===== config.mk =====
export PLATFORM = sky130hd
export DESIGN_NAME = vend_timeout_scheduler
export DESIGN_NICKNAME = d
export VERILOG_FILES = /design/src/rtl/vend_timeout_scheduler_pkg.sv /design/src/rtl/vend_timeout_scheduler_prescaler.sv /design/src/rtl/vend_timeout_scheduler.sv
export SDC_FILE = /design/constraint.sdc
export NUM_CORES = 1
export LEC_CHECK = 0
export CAP_MARGIN = 20
export CORE_MARGIN = 3
export CORE_UTILIZATION = 49
export CTS_CLUSTER_SIZE = 40
export DETAILED_ROUTE_END_ITERATION = 16
export GPL_TIMING_DRIVEN = 1
export PLACE_DENSITY = 0.76
export SETUP_SLACK_MARGIN = 0.02
export SLEW_MARGIN = 0
export SYNTH_ARGS = -nofsm -noshare
export SYNTH_HDL_FRONTEND = slang
export SYNTH_SLANG_ARGS = --single-unit
export TNS_END_PERCENT = 30

===== constraint.sdc =====
create_clock -name freq_in -period 1.7 [get_ports freq_in]
set_input_delay 0.255 -clock freq_in [delete_from_list [all_inputs] [get_ports freq_in]]
set_output_delay 0.255 -clock freq_in [all_outputs]
set_load 0.02 [all_outputs]

===== src/rtl/vend_timeout_scheduler_pkg.sv =====
// Shared timer definitions: channel state encoding, tick divider derivation and a constant clog2.
package vend_timeout_scheduler_pkg;

  typedef enum logic {
    ST_IDLE = 1'b0,
    ST_RUN  = 1'b1
  } ch_state_e;

  function automatic int clog2(input int value);
    int r;
    r = 0;
    for (int v = value - 1; v > 0; v = v >> 1) begin
      r = r + 1;
    end
    return r;
  endfunction

  function automatic int calc_div(input int clk_hz, input int tick_hz);
    return clk_hz / tick_hz;
  endfunction

endpackage


===== src/rtl/vend_timeout_scheduler_prescaler.sv =====
// Purpose: divides the board clock by DIV and emits a one-cycle tick on each wrap.
// Latency: tick is registered, high the cycle after the counter reaches DIV-1.
// Backpressure: none; when enable drops the counter snaps back to 0 so the next run starts exact.
module vend_timeout_scheduler_prescaler #(
  parameter int DIV   = 10,
  parameter int PRE_W = 4
) (
  input  logic freq_in,
  input  logic reset,
  input  logic enable,
  output logic tick
);
  localparam logic [PRE_W-1:0] LAST = PRE_W'(DIV - 1);

  logic [PRE_W-1:0] pre_cnt;

  always_ff @(posedge freq_in) begin
    if (reset) begin
      pre_cnt <= '0;
      tick    <= 1'b0;
    end else if (!enable) begin
      pre_cnt <= '0;
      tick    <= 1'b0;
    end else if (pre_cnt == LAST) begin
      pre_cnt <= '0;
      tick    <= 1'b1;
    end else begin
      pre_cnt <= pre_cnt + PRE_W'(1);
      tick    <= 1'b0;
    end
  end

endmodule


===== src/rtl/vend_timeout_scheduler.sv =====
// Purpose: one shared 1 Hz prescaler feeding NUM_CH seconds countdowns with start/cancel/retrigger.
// Latency: busy one cycle after start; done N*DIV cycles after a start from all-idle; rd_sec 1 cycle.
// Backpressure: none; strobes accepted every cycle with priority cancel > start > tick.
module vend_timeout_scheduler
  import vend_timeout_scheduler_pkg::*;
#(
  parameter int CLK_HZ  = 27000000,
  parameter int TICK_HZ = 1,
  parameter int NUM_CH  = 4,
  parameter int SEC_W   = 6
) (
  input  logic                     freq_in,
  input  logic                     reset,
  input  logic [NUM_CH-1:0]        start,
  input  logic [NUM_CH*SEC_W-1:0]  load_sec,
  input  logic [NUM_CH-1:0]        cancel,
  output logic [NUM_CH-1:0]        busy,
  output logic [NUM_CH-1:0]        done,
  output logic                     tick,
  input  logic [clog2(NUM_CH)-1:0] rd_sel,
  output logic [SEC_W-1:0]         rd_sec
);
  localparam int DIV   = calc_div(CLK_HZ, TICK_HZ);
  localparam int PRE_W = clog2(DIV);

  logic             enable;
  logic [SEC_W-1:0] cnt_arr [NUM_CH];

  // Prescaler only runs while someone needs it, so a start from all-idle sees a full first second.
  assign enable = (|busy) | (|start);

  vend_timeout_scheduler_prescaler #(
    .DIV   (DIV),
    .PRE_W (PRE_W)
  ) u_prescaler (
    .freq_in (freq_in),
    .reset   (reset),
    .enable  (enable),
    .tick    (tick)
  );

  for (genvar i = 0; i < NUM_CH; i++) begin : g_ch
    ch_state_e        state;
    logic [SEC_W-1:0] cnt;
    logic [SEC_W-1:0] ld;
    logic             done_q;

    assign ld = load_sec[i*SEC_W +: SEC_W];

    always_ff @(posedge freq_in) begin
      if (reset) begin
        state  <= ST_IDLE;
        cnt    <= '0;
        done_q <= 1'b0;
      end else begin
        done_q <= 1'b0;
        if (cancel[i]) begin
          state <= ST_IDLE;
          cnt   <= '0;
        end else if (start[i]) begin
          // A zero load expires immediately rather than parking in RUN with nothing to count.
          if (ld == '0) begin
            state  <= ST_IDLE;
            cnt    <= '0;
            done_q <= 1'b1;
          end else begin
            state <= ST_RUN;
            cnt   <= ld;
          end
        end else if (state == ST_RUN && tick) begin
          if (cnt == SEC_W'(1)) begin
            state  <= ST_IDLE;
            cnt    <= '0;
            done_q <= 1'b1;
          end else begin
            cnt <= cnt - SEC_W'(1);
          end
        end
      end
    end

    assign busy[i]    = (state == ST_RUN);
    assign done[i]    = done_q;
    assign cnt_arr[i] = cnt;
  end

  always_ff @(posedge freq_in) begin
    if (reset) begin
      rd_sec <= '0;
    end else begin
      rd_sec <= cnt_arr[rd_sel];
    end
  end

endmodule


; Word-level counts from Yosys, hierarchy flattened
; Cells that the tools add are included.
[classes]
mul = 0
div_mod_pow = 0
n_lt_le_gt_ge = 1
eq_ne = 5
reduce_logical = 28
bitwise = 3
n_shift = 0
addsub = 5
n_mux = 52
[op_table]
columns = op, n
row1 = 6-bit 2-to-1 mux, 18
row2 = 1-bit 2-to-1 mux, 33
row3 = 25-bit by 1-bit adder with 25-bit output (second input constant), 1
row4 = 25-bit == test (second input constant), 1
row5 = 6-bit by 1-bit == test with 1-bit output (second input constant), 4
row6 = 6-bit zero test, 4
row7 = 6-bit by 1-bit subtractor with 6-bit output (second input constant), 4
row8 = 2-bit nonzero test, 8
row9 = 6-bit binary-select mux with 2-bit select, 1
row10 = 2-bit OR reduction, 5
row11 = 2-bit AND reduction, 4
row12 = 4-bit OR reduction, 2
row13 = 1-bit logical AND, 4
row14 = 3-bit greater-or-equal comparator (second input constant), 1
row15 = 2-bit NOT with 3-bit output, 1
row16 = 3-bit OR reduction, 1
row17 = 1-bit NOT, 1
row18 = 1-bit bitwise OR, 1
[word_totals]
inputBits = 36
word_cells = 109
mem_count = 0
ramBits = 0
out_inout_bits = 15
latchBits = 0
register_bits = 64
mem_bits_ro = 0

; Longest topological paths before layout
; Gate-level depths: netlist of the first run.
[logic_depth]
ltp_word = 4
mapped_depth = 6
ltp_nobuf = 6

; Modules after synthesis
; A second synthesis of the first run with hierarchy kept.
[hier_totals]
hier_cells = 411
area_unflattened_um2 = 3512.1
[by_module_without_submodules]
columns = module, n_inst, seq_area_each_um2, area_per_inst_um2, cells_per_inst
row1 = vend_timeout_scheduler, 1, 760.7, 2280.9, 267
row2 = vend_timeout_scheduler_prescaler, 1, 520.5, 1231.2, 144

; Worst setup path after synthesis of the first run
; OpenSTA, ideal clock, no wires.
[synth_path]
path_type = reg-to-reg
startpoint = register u_prescaler.pre_cnt[0]
endpoint = register u_prescaler.pre_cnt[2]
synth_period_minus_slack_ns = 1.701
required_time_ns = 1.581
path_stages_with_launch = 7
t_arrival_ns = 1.582
setup_slack_ns = -0.001
setup_time_ns = 0.119
path_buffers = 2
cell_sequence = dfxtp_1 > ha_1 > clkbuf_1 > nand2_1 > o31ai_2 > buf_2 > nor2_1
[synth_between]
elab_chain_len = 2
elab_cells_between_ends = 3
cone_classes = add/sub: 1 / eq/ne: 1 / reduce/logical: 1
[synth_rtl]
columns = item, line_no
row1 = start: declaration, vend_timeout_scheduler_prescaler.sv:15  ; logic [PRE_W-1:0] pre_cnt;
row2 = start signal: assignment, vend_timeout_scheduler_prescaler.sv:28  ; pre_cnt <= pre_cnt + PRE_W'(1);
row3 = branches (longest 2 deep; another with 25-bit by 1-bit adder with 25-bit output), --
; Several ways; the timed one is not identified.
; A chain may end at the register's enable or synchronous reset.

; Worst setup path after layout of the first run
[layout_path]
startpoint = register u_prescaler.pre_cnt[5]
endpoint = register u_prescaler.pre_cnt[22]
; Same word-level chain as after synthesis.

==> results of run 1 <==
==> critical path, delay by kind of cell, from the launching register on <==
| family | cells | cell delay (ps) |
|---|---|---|
| AO/OA/AOI/OAI | 1 | 130 |
| buffers and inverters | 1 | 130 |
| flip-flops | 1 | 360 |
| AND/OR/NAND/NOR | 3 | 970 |
==> final timing paths <==
check             cells past startpoint                       to  slack, ps                   start
setup reg to reg                      5  u_prescaler.pre_cnt[22]         70  u_prescaler.pre_cnt[5]
setup / recovery                      5  u_prescaler.pre_cnt[22]         70  u_prescaler.pre_cnt[5]
hold / removal                        1   u_prescaler.pre_cnt[0]        440  u_prescaler.pre_cnt[0]
hold reg to reg                       1   u_prescaler.pre_cnt[0]        440  u_prescaler.pre_cnt[0]
==> layer usage <==
metal  share of wire  vias up
met5               0        -
met4           0.021        0
met3           0.053       17
met2            0.48       89
met1            0.44     1450
li1                -     1608
==> power breakdown <==
| part | leakage (nW) | switching [mW] | internal [mW] |
|---|---|---|---|
| logic | 0.938 | 0.188 | 0.212 |
| clock network | 0.110 | 0.601 | 0.827 |
| registers | 0.523 | 0.0440 | 1.54 |
| total | 1.57 | 0.833 | 2.58 |
==> cells in the final DEF, fill, tap and decap left out, types with 3 or more instances in the layout <==
cell type and instances:
sky130_fd_sc_hd__a211oi_1 20, sky130_fd_sc_hd__a21oi_1 33, sky130_fd_sc_hd__a21oi_2 3, sky130_fd_sc_hd__a311oi_1 6, sky130_fd_sc_hd__a31oi_1 3, sky130_fd_sc_hd__buf_12 3
sky130_fd_sc_hd__buf_4 34, sky130_fd_sc_hd__clkbuf_8 9, sky130_fd_sc_hd__clkdlybuf4s50_1 45, sky130_fd_sc_hd__dfxtp_1 58, sky130_fd_sc_hd__dfxtp_2 6, sky130_fd_sc_hd__dlygate4sd2_1 4
sky130_fd_sc_hd__ha_1 9, sky130_fd_sc_hd__inv_1 16, sky130_fd_sc_hd__mux2i_1 8, sky130_fd_sc_hd__mux4_2 6, sky130_fd_sc_hd__nand2_1 11, sky130_fd_sc_hd__nand3_1 22
sky130_fd_sc_hd__nand4_1 12, sky130_fd_sc_hd__nand4b_1 3, sky130_fd_sc_hd__nor2_1 50, sky130_fd_sc_hd__nor2b_1 8, sky130_fd_sc_hd__nor3_1 10, sky130_fd_sc_hd__nor4_1 7
sky130_fd_sc_hd__o21ai_0 15, sky130_fd_sc_hd__o31ai_1 7, sky130_fd_sc_hd__or2_2 4, sky130_fd_sc_hd__or3_1 7, sky130_fd_sc_hd__or4_1 5, sky130_fd_sc_hd__xor2_1 9
==> through the flow <==
step | worst slack, ps | hold WS, ps | instance area (um2) | std cells
floorplan | 72.42 | 395.6 | 3416 | 396
global placement | -73.42 | 419.7 | 4177 | 533
detailed placement | -105.7 | 436.8 | 4177 | 533
CTS | 37.91 | 447.9 | 4393 | 549
global route | -8.491 | 475.5 | 4451 | 550
finish | 65.07 | 439.6 | 4451 | 550
==> cells in the mapped netlist (all sizes together) (3+ instances only) <==
library cell and count:
or2 4, nand4 12, o31ai 8, clkbuf 11, dfxtp 64, o21ai 15, a311oi 7, nand2 11
nor4 7, and4 4, ha 9, a21oi 36, a211oi 20, nor3 12, or4 5, mux2i 8
inv 16, or3 8, a31oi 3, nand3 23, mux4 6, xor2 9, nor2b 10, buf 15
nand4b 3, nor2 50
==> cell families (layout without fill, tap and decap cells) <==
logic type	Yosys count	in the layout	synth area share
adder cells (fa/ha/maj)	9	9	0.03305
flip-flops	64	64	0.3761
buffers and inverters	44	121	0.06206
XOR/XNOR	11	11	0.02828
AND/OR/NAND/NOR	164	164	0.2710
multiplexers	14	14	0.06317
AO/OA/AOI/OAI	90	90	0.1664
==> sequential cells by signal (all words and copies together), names as in the netlist <==
register / flops
rd_sec: 6
u_prescaler.pre_cnt: 25
u_prescaler.tick: 1
g_ch.done_q: 4
g_ch.cnt: 24
g_ch.state: 4
==> timing repair <==
item                       4_1_cts  5_1_grt
setup endpoints to repair        5       36
gates resized for setup          5       17
pin swaps                        0        2
buffers inserted                 0        1
gates cloned                     0        0
==> final cells by class <==
class                           count  area (um2)  area share
Multi-Input combinational cell    288        1966      0.4417
Clock inverter                      7       95.09     0.02137
Tap cell                           77       96.34     0.02165
Sequential cell                    64        1289      0.2896
Inverter                           18       67.56     0.01518
Clock buffer                        9       123.9     0.02783
Timing Repair Buffer               87       813.3      0.1827
==> insert_results.sql, run 1 <==
INSERT INTO impl_metrics (metric_group, metric, value, unit) VALUES
('synth', 'synthesized_netlist_cell_count', '396', ''),
('die', 'floorplan.initialDensity', '0.5216', ''),
('setup_path', 'worst-endpoint-required', '1990', 'ps'),
('timing', 'clock_skew', '7.566', 'ps'),
('power', 'total_leakage_power', '1.570', 'nW'),
('detailed_routing', 'dr_total_vias', '3164', ''),
('timing', 'max_freq', '611.6', 'MHz'),
('grt', 'top_usage_layer', 'met2', ''),
('synth', 'syn-num-nets', '441', ''),
('synth', 'number_of_enable_type_register_cells_in_the_synthesized_netlist', '0', ''),
('synth', 'cell_taking_the_most_area_after_synthesis', 'sky130_fd_sc_hd__dfxtp_1', ''),
('detailed_routing', 'dr.pass1.iters', '5', ''),
('grt', 'grt_pass1_vias', '3052', ''),
('die', 'row_count', '29', ''),
('place', 'routabilityCongestion', '0.8314', ''),
('cells_and_area', 'fillerInstances', '544', ''),
('detailed_routing', 'drt-wirelength-per-cell', '15.02', 'um'),
('synth', 'ys_ff_latch', '64', ''),
('min_path', 'holdCritPathClass', 'reg -> reg', ''),
('clocking', 'tritoncts', 'yes', ''),
('setup_path', 'worstPathMaxFanout', '6', ''),
('place', 'port_buffers', '50', ''),
('cells_and_area', 'n_antenna_cell', '0', ''),
('cells_and_area', 'design.final.nets', '513', ''),
('synth', 'postSynth.topFlopCell', 'sky130_fd_sc_hd__dfxtp_1', ''),
('clocking', 'htree_num_levels', '3', ''),
('timing', 'rsz0062_at_grt', 'yes', ''),
('grt', 'global_route_total_usage_across_every_layer', '0.2227', ''),
('grt', 'pin_count_of_the_biggest_net_entering_global_routing', '26', ''),
('clocking', 'cts-root-to-sink-buffers', '2', ''),
('grt', 'global_route.usage.met2', '0.3724', ''),
('synth', 'yosysWarnings', '0', ''),
('timing', 'finalSetupViolCount', '0', ''),
('clocking', 'cts_stage_hold_buffer_count', '0', ''),
('synth', 'post_synth.cell_area_avg', '8.604', 'um2'),
('detailed_routing', 'wl', '8263', 'um'),
('timing', 'fin_crit', '1635', 'ps'),
('clocking', 'cts_sinks', '64', ''),
('synth', 'synth_top_cells_by_area', 'sky130_fd_sc_hd__dfxtp_1, sky130_fd_sc_hd__nor2_1, sky130_fd_sc_hd__a21oi_1', ''),
('detailed_routing', 'remaining_drc_errors', '0', ''),
('synth', 'ys_types', '47', ''),
('cells_and_area', 'final_layout_size_suffix_gt1_frac', '0.1903', ''),
('setup_path', 'setup.worst_path.start_class', 'register', ''),
('clocking', 'source_to_sink_clock_delay_at_the_later_pin_of_the_worst_skew_pair', '340', 'ps'),
('detailed_routing', 'drt_iter0_drc', '168', ''),
('die', 'design.die.area', '7990', 'um2'),
('grt', 'grt_pass1_wl', '13790', 'um'),
('outcome', 'run_status', 'finished, final reports clean', ''),
('timing', 'timing_max_transition_violations_final', '0', ''),
('synth', 'async_reset_ff_frac', '0', ''),
('setup_path', 'cp_data_arrival_time', '1920', 'ps'),
('detailed_routing', 'detail-route-antenna-nets', '0', ''),
('grt', 'initial_antenna_violation_count', '0', ''),
('synth', 'netlist_area_pre_place', '3407', 'um2'),
('cells_and_area', 'finish.utilization', '0.6814', ''),
('power', 'irDropWorstVdd', '0.0004055', 'V'),
('power', 'totalPowerFinal', '3.410', 'mW'),
('timing', 'final.period_utilization', '0.9617', ''),
('power', 'power.density', '766.2', 'nW/um2'),
('job', 'drv_cap', '0', ''),
('cells_and_area', 'layout-area-overhead-vs-synth', '30.63', '%'),
('timing', 'timing.max_slew.rel_slack', '0.6503', ''),
('clocking', 'clock_slew_seen_by_the_registers_of_the_worst_setup_and_hold_paths', '70', 'ps'),
('die', 'dieWidth', '89.39', 'um'),
('setup_path', 'setup.worst_path.class', 'reg -> reg', ''),
('die', 'core_outline_area', '6531', 'um2'),
('setup_path', 'cpPeakStageDelay', '470', 'ps'),
('grt', 'grt.met1_usage', '0.2730', ''),
('setup_path', 'critical_path_cell_by_cell', 'and4_4, buf_4, nand4_1, or3_4, a21oi_2', ''),
('die', 'die_height', '89.39', 'um'),
('grt', 'overflow', '0', ''),
('synth', 'synth_sequential_area_ratio', '0.3761', ''),
('grt', 'grt.met3_usage', '0.05806', ''),
('timing', 'setup_tns', '0', 'ps'),
('synth', 'synth.top_cell.area_share', '0.3761', ''),
('timing', 'worstMarginPinSlew', '520.6', 'ps'),
('die', 'pin_count', '51', ''),
('detailed_routing', 'vias_per_cell', '5.753', ''),
('clocking', 'numCtsBuffers', '9', ''),
('setup_path', 'critPathCaptureType', 'register', ''),
('timing', 'finalHoldViolCount', '0', ''),
('setup_path', 'cp_slowest_cell', 'sky130_fd_sc_hd__or3_4', ''),
('place', 'post_dp_hpwl', '6168', 'um'),
('clocking', 'clock_tree.root_cell', 'sky130_fd_sc_hd__clkbuf_8', '');
Power figures use the tool's default switching activity.
==> run 2, diff against run 1 <==
Settings changed: CORE_MARGIN 3 to default, CORE_UTILIZATION 49 to 54, PLACE_DENSITY 0.76 to 0.8.
Clock period 1.7 ns to 1.8 ns, I/O delays scaled along.
==> run 2 against run 1 <==
  * Global-route usage up 2.5 points
  * Via count fell by 0.73%
  * Cell area is 5.5% lower
  * Flip-flop and latch count did not move
  * Register-to-register slack improved by 20 ps
  * Setup slack improved by 14 ps
  * Sequential share of layout area rose by 1.5 points
  * Clock skew fell by 2.2 ps
  * Largest power group unchanged
  * Cell count is 4.0% lower
  * Total power shrank 17%
  * Clock power fell by 33%
==> insert_results.sql, run 2 (same netlist as run 1, synthesis figures left out) <==
INSERT INTO impl_metrics (metric_group, metric, value, unit) VALUES
('setup_path', 'setup.worst_path.start_class', 'register', ''),
('timing', 'clock_skew', '5.407', 'ps'),
('cells_and_area', 'regMostFlops', 'u_prescaler.pre_cnt', ''),
('setup_path', 'cp_slowest_cell', 'sky130_fd_sc_hd__clkdlybuf4s50_1', ''),
('die', 'die_height', '81.43', 'um'),
('clocking', 'htree_num_levels', '3', ''),
('cells_and_area', 'final_layout_size_suffix_gt1_frac', '0.1170', ''),
('die', 'floorplan.initialDensity', '0.5687', ''),
('grt', 'global_route_total_usage_across_every_layer', '0.2480', ''),
('detailed_routing', 'dr.pass1.iters', '4', ''),
('clocking', 'cts_sinks', '64', ''),
('detailed_routing', 'dr_total_vias', '3141', ''),
('cells_and_area', 'layout-area-overhead-vs-synth', '23.39', '%'),
('timing', 'worstMarginPinSlew', '507.7', 'ps'),
('die', 'pin_count', '51', ''),
('cells_and_area', 'mostFrequentLayoutCell', 'sky130_fd_sc_hd__dfxtp_1', ''),
('die', 'row_count', '28', ''),
('timing', 'rsz0062_at_grt', 'yes', ''),
('grt', 'grt_pass1_wl', '12520', 'um'),
('setup_path', 'critical_path_depth', '1', ''),
('timing', 'max_freq', '581.2', 'MHz'),
('setup_path', 'path_buf_inv', '1', ''),
('timing', 'holdWs', '439.2', 'ps'),
('place', 'placedCellCount', '515', ''),
('grt', 'grt.met1_usage', '0.2926', ''),
('detailed_routing', 'drt_iter0_drc', '127', ''),
('min_path', 'min_path_cells', '1', ''),
('timing', 'finalSetupViolCount', '0', ''),
('outcome', 'run_status', 'finished, final reports clean', ''),
('cells_and_area', 'post_layout_nonfiller_instances', '528', ''),
('timing', 'finalHoldViolCount', '0', ''),
('detailed_routing', 'wl', '7936', 'um'),
('place', 'port_buffers', '50', ''),
('place', 'placement_setup_slack', '-61.49', 'ps'),
('setup_path', 'worstPathMaxFanout', '7', ''),
('setup_path', 'timing.critical_path.max_delay_family', 'buffers and inverters', ''),
('setup_path', 'critPathCaptureType', 'primary output', ''),
('clocking', 'numCtsBuffers', '9', ''),
('grt', 'top_usage_layer', 'met2', ''),
('clocking', 'cts-root-to-sink-buffers', '2', ''),
('clocking', 'clock_tree.root_cell', 'sky130_fd_sc_hd__clkbuf_8', ''),
('detailed_routing', 'remaining_drc_errors', '0', ''),
('power', 'total_leakage_power', '1.455', 'nW'),
('power', 'power.combinational.fraction', '0.127', ''),
('power', 'cellInternalPower', '2.115', 'mW'),
('clocking', 'cts_stage_hold_buffer_count', '0', ''),
('cells_and_area', 'fillerInstances', '487', ''),
('setup_path', 'cpPeakStageDelay', '670', 'ps'),
('setup_path', 'setup.worst_path.class', 'reg -> out', ''),
('detailed_routing', 'vias_per_cell', '5.949', ''),
('power', 'p_sw_frac', '0.2506', ''),
('power', 'power_frac_seq', '0.531', ''),
('job', 'drv_cap', '0', ''),
('die', 'core_outline_area', '5991', 'um2'),
('place', 'routabilityCongestion', '0.8467', ''),
('grt', 'grt_pass1_vias', '2824', ''),
('power', 'power.net_switching', '0.7074', 'mW'),
('power', 'clk_network_pwr_share', '0.342', ''),
('grt', 'overflow', '0', ''),
('cells_and_area', 'finish.utilization', '0.7018', ''),
('setup_path', 'critical_path_cell_by_cell', 'clkdlybuf4s50_1', ''),
('timing', 'timing_max_transition_violations_final', '0', ''),
('die', 'dieWidth', '81.43', 'um'),
('cells_and_area', 'layout_common_cells', 'sky130_fd_sc_hd__dfxtp_1, sky130_fd_sc_hd__nor2_1, sky130_fd_sc_hd__clkdlybuf4s50_1, sky130_fd_sc_hd__a21oi_1, sky130_fd_sc_hd__nand3_1', ''),
('setup_path', 'cp_data_arrival_time', '1450', 'ps'),
('place', 'post_dp_hpwl', '5869', 'um'),
('setup_path', 'worstRegToRegCells', '5', ''),
('die', 'design.die.area', '6631', 'um2'),
('timing', 'timing.max_slew.rel_slack', '0.6571', ''),
('min_path', 'holdCritPathClass', 'reg -> reg', ''),
('power', 'irDropWorstVdd', '0.0005106', 'V'),
('cells_and_area', 'top_regs', 'u_prescaler.pre_cnt: 25 flops, g_ch.cnt: 24 flops, rd_sec: 6 flops', ''),
('timing', 'final.setup.worst_slack', '79.56', 'ps'),
('clocking', 'tritoncts', 'yes', ''),
('grt', 'initial_antenna_violation_count', '0', ''),
('detailed_routing', 'drt-wirelength-per-cell', '15.03', 'um'),
('cells_and_area', 'n_antenna_cell', '0', ''),
('timing', 'final.period_utilization', '0.9558', ''),
('grt', 'grt.met3_usage', '0.07444', ''),
('power', 'power.density', '671.4', 'nW/um2'),
('cells_and_area', 'design.final.nets', '496', ''),
('power', 'totalPowerFinal', '2.822', 'mW'),
('cells_and_area', 'largest_register_ff_count', '25', ''),
('setup_path', 'worst-endpoint-required', '1530', 'ps'),
('grt', 'pin_count_of_the_biggest_net_entering_global_routing', '26', ''),
('detailed_routing', 'detail-route-antenna-nets', '0', ''),
('timing', 'fin_crit', '1720', 'ps'),
('clocking', 'clock_slew_seen_by_the_registers_of_the_worst_setup_and_hold_paths', '60', 'ps'),
('clocking', 'source_to_sink_clock_delay_at_the_later_pin_of_the_worst_skew_pair', '340', 'ps'),
('grt', 'global_route.usage.met2', '0.4217', '');
==> run 2: cell types whose count changed in the layout (fill, tap and decap cells not counted), moves of 4 or more <==
cell	previous run	this run
sky130_fd_sc_hd__buf_4	34	17
sky130_fd_sc_hd__dlygate4sd2_1	4	0
sky130_fd_sc_hd__dfxtp_2	6	0
sky130_fd_sc_hd__dfxtp_1	58	64
==> run 2: layout make-up <==
type	count	area (um2)	area share
clock buffers	11	131.4	0.03125
clock inverters	2	10.01	0.002381
repair buffers	70	695.7	0.1655
flip-flops and latches	64	1281	0.3048
inverters	18	67.56	0.01607
multi-input cells	288	1924	0.4577
well taps	75	93.84	0.02232
==> run 2: per-stage QoR <==
stage	cell area [um2]	setup TNS (ps)
after global placement	4045	-873.5
after detailed placement	4045	-1219
after CTS	4187	0
after global routing	4204	-6.544
final	4204	0
after floorplan	3407	0
==> run 2: power by group through the flow <==
stage          clock network [mW]  logic (mW)  registers, mW
4_1_cts                     0.991       0.356           1.50
3_5_place_dp                    0       0.354           1.53
5_1_grt                      1.06       0.390           1.50
3_3_place_gp                    0       0.346           1.53
6_report                    0.965       0.358           1.50
2_1_floorplan                   0       0.181           1.52
==> run 2: timing repair <==
item | in CTS | in global routing
setup endpoints to repair | 0 | 24
setup buffers | 0 | 0
resized for setup | 0 | 5
==> run 2: layer usage <==
| metal | part of all wire | wire length, um |
|---|---|---|
| met1 | 0.45 | 3534 |
| met2 | 0.48 | 3847 |
| met3 | 0.049 | 389 |
| met4 | 0.021 | 164 |
| met5 | 0 | 0 |
==> run 2: worst paths after layout <==
kind | from | endpoint | slack [ps]
setup / recovery | g_ch[2].state | busy[2] | 80
setup reg to reg | u_prescaler.pre_cnt[19] | u_prescaler.pre_cnt[14] | 90
hold / removal | u_prescaler.pre_cnt[0] | u_prescaler.pre_cnt[0] | 440
hold reg to reg | u_prescaler.pre_cnt[0] | u_prescaler.pre_cnt[0] | 440
==> run 3, diff against run 2 <==
Settings changed: CTS_BUF_LIST from default to sky130_fd_sc_hd__clkbuf_4 sky130_fd_sc_hd__clkbuf_8 sky130_fd_sc_hd__clkbuf_16.
==> run 3 against run 2 <==
  * Fmax barely moved
  * Total power rose by 1.0%
  * Core utilization is 0.13 points higher
  * Highest routed layer unchanged
  * Clock-buffer cell count is the same
  * Critical endpoint unchanged
==> insert_results.sql, run 3 (same netlist as run 1, synthesis figures left out) <==
INSERT INTO impl_metrics (metric_group, metric, value, unit) VALUES
('timing', 'rsz0062_at_grt', 'yes', ''),
('cells_and_area', 'fillerInstances', '489', ''),
('timing', 'finalHoldViolCount', '0', ''),
('cells_and_area', 'largest_register_ff_count', '25', ''),
('die', 'core_outline_area', '5991', 'um2'),
('cells_and_area', 'finalInstanceArea', '4212', 'um2'),
('setup_path', 'critical_path_cell_by_cell', 'clkdlybuf4s50_1', ''),
('grt', 'initial_antenna_violation_count', '0', ''),
('setup_path', 'path_buf_inv', '1', ''),
('setup_path', 'critPathCaptureType', 'primary output', ''),
('setup_path', 'timing.critical_path.max_delay_family', 'buffers and inverters', ''),
('die', 'design.die.area', '6631', 'um2'),
('grt', 'top_usage_layer', 'met2', ''),
('die', 'floorplan.initialDensity', '0.5687', ''),
('timing', 'fin_crit', '1720', 'ps'),
('place', 'placedInstanceArea', '4045', 'um2'),
('clocking', 'htree_num_levels', '3', ''),
('clocking', 'cts-root-to-sink-buffers', '2', ''),
('job', 'drv_cap', '0', ''),
('setup_path', 'setup.worst_path.start_class', 'register', ''),
('timing', 'max_freq', '581.4', 'MHz'),
('cells_and_area', 'multiInputGateArea', '1924', 'um2'),
('detailed_routing', 'drt_iter0_drc', '131', ''),
('cells_and_area', 'finish.utilization', '0.7030', ''),
('power', 'power.density', '677.0', 'nW/um2'),
('detailed_routing', 'drt-wirelength-per-cell', '15.02', 'um'),
('grt', 'grt.met3_usage', '0.07333', ''),
('setup_path', 'cp_slowest_cell', 'sky130_fd_sc_hd__clkdlybuf4s50_1', ''),
('detailed_routing', 'wl', '7929', 'um'),
('cells_and_area', 'layout_common_cells', 'sky130_fd_sc_hd__dfxtp_1, sky130_fd_sc_hd__nor2_1, sky130_fd_sc_hd__clkdlybuf4s50_1, sky130_fd_sc_hd__a21oi_1, sky130_fd_sc_hd__nand3_1', ''),
('timing', 'holdWs', '439.2', 'ps'),
('grt', 'grt_pass1_wl', '12540', 'um'),
('setup_path', 'setup.worst_path.class', 'reg -> out', ''),
('place', 'port_buffers', '50', ''),
('min_path', 'holdCritPathClass', 'reg -> reg', ''),
('grt', 'overflow', '0', ''),
('setup_path', 'cp_data_arrival_time', '1450', 'ps'),
('timing', 'timing.max_slew.rel_slack', '0.6566', ''),
('place', 'routabilityCongestion', '0.8467', ''),
('grt', 'pin_count_of_the_biggest_net_entering_global_routing', '26', ''),
('detailed_routing', 'detail-route-antenna-nets', '0', ''),
('detailed_routing', 'vias_per_cell', '5.970', ''),
('cells_and_area', 'regMostFlops', 'u_prescaler.pre_cnt', ''),
('timing', 'worstMarginPinSlew', '508.3', 'ps'),
('cells_and_area', 'n_antenna_cell', '0', ''),
('power', 'irDropWorstVdd', '0.0005154', 'V'),
('clocking', 'source_to_sink_clock_delay_at_the_later_pin_of_the_worst_skew_pair', '340', 'ps'),
('grt', 'grt_pass1_vias', '2824', ''),
('cells_and_area', 'final_layout_size_suffix_gt1_frac', '0.1214', ''),
('clocking', 'tritoncts', 'yes', ''),
('power', 'total_leakage_power', '1.462', 'nW'),
('die', 'row_count', '28', ''),
('place', 'post_dp_hpwl', '5869', 'um'),
('detailed_routing', 'remaining_drc_errors', '0', ''),
('timing', 'final.period_utilization', '0.9555', ''),
('clocking', 'clock_slew_seen_by_the_registers_of_the_worst_setup_and_hold_paths', '60', 'ps'),
('detailed_routing', 'dr.pass1.iters', '4', ''),
('clocking', 'clock_tree.root_cell', 'sky130_fd_sc_hd__clkbuf_8', ''),
('timing', 'timing_max_transition_violations_final', '0', ''),
('outcome', 'run_status', 'finished, final reports clean', ''),
('die', 'pin_count', '51', ''),
('setup_path', 'worstPathMaxFanout', '7', ''),
('setup_path', 'worst-endpoint-required', '1530', 'ps'),
('timing', 'setup_tns', '0', 'ps'),
('detailed_routing', 'dr_total_vias', '3152', ''),
('timing', 'clock_skew', '4.702', 'ps'),
('grt', 'global_route.usage.met2', '0.4267', ''),
('cells_and_area', 'layout-area-overhead-vs-synth', '23.61', '%'),
('cells_and_area', 'design.final.nets', '496', ''),
('timing', 'finalSetupViolCount', '0', ''),
('grt', 'grt.met1_usage', '0.2926', ''),
('cells_and_area', 'ff_latch_area', '1281', 'um2'),
('clocking', 'cts_sinks', '64', ''),
('die', 'die_height', '81.43', 'um'),
('cells_and_area', 'top_regs', 'u_prescaler.pre_cnt: 25 flops, g_ch.cnt: 24 flops, rd_sec: 6 flops', ''),
('die', 'dieWidth', '81.43', 'um'),
('cells_and_area', 'mostFrequentLayoutCell', 'sky130_fd_sc_hd__dfxtp_1', ''),
('grt', 'global_route_total_usage_across_every_layer', '0.2488', ''),
('clocking', 'numCtsBuffers', '9', ''),
('setup_path', 'cpPeakStageDelay', '670', 'ps');
run 3: cell types whose count changed in the layout (fill, tap and decap cells not counted):
cell | previous run | this run
sky130_fd_sc_hd__clkbuf_4 | 0 | 2
sky130_fd_sc_hd__clkbuf_1 | 2 | 0
run 3: what timing repair did:
action | 4_1_cts | 5_1_grt
hold buffers | 0 | 0
gates resized for setup | 0 | 5
buffers inserted | 0 | 0
endpoints found under the setup margin | 0 | 24
run 3: through the flow:
stage | power, mW | std cells | setup slack, ps
after floorplan | 1.704 | 396 | 98.99
after global placement | 1.874 | 515 | -40.20
after detailed placement | 1.884 | 515 | -61.49
after CTS | 2.876 | 528 | 39.35
after global routing | 2.987 | 528 | -2.837
final | 2.851 | 528 | 80.03
run 3: path summary, 6_finish.rpt:
check	startpoint	end	slack (ps)	cells after the start
max	g_ch[2].state	busy[2]	80	1
max reg2reg	u_prescaler.pre_cnt[19]	u_prescaler.pre_cnt[14]	90	5
min	u_prescaler.pre_cnt[0]	u_prescaler.pre_cnt[0]	440	1
min reg2reg	u_prescaler.pre_cnt[0]	u_prescaler.pre_cnt[0]	440	1
run 3: report_power, final:
group | switching [mW] | internal [mW]
Clock | 0.491 | 0.502
Sequential | 0.0452 | 1.45
Combinational | 0.169 | 0.189
Total | 0.706 | 2.15
run 3: cell type report:
| class | count | share of cell area |
|---|---|---|
| clock buffer | 11 | 0.03298 |
| clock inverter | 2 | 0.002377 |
| inverter | 18 | 0.01604 |
| multi-input combinational | 288 | 0.4569 |
| sequential | 64 | 0.3042 |
| tap | 75 | 0.02228 |
| timing repair buffer | 70 | 0.1652 |
run 3: layer usage:
layer,vias up,share of wire
met5,-,0
met4,0,0.020
met3,14,0.050
met2,79,0.49
met1,1480,0.44
li1,1579,-
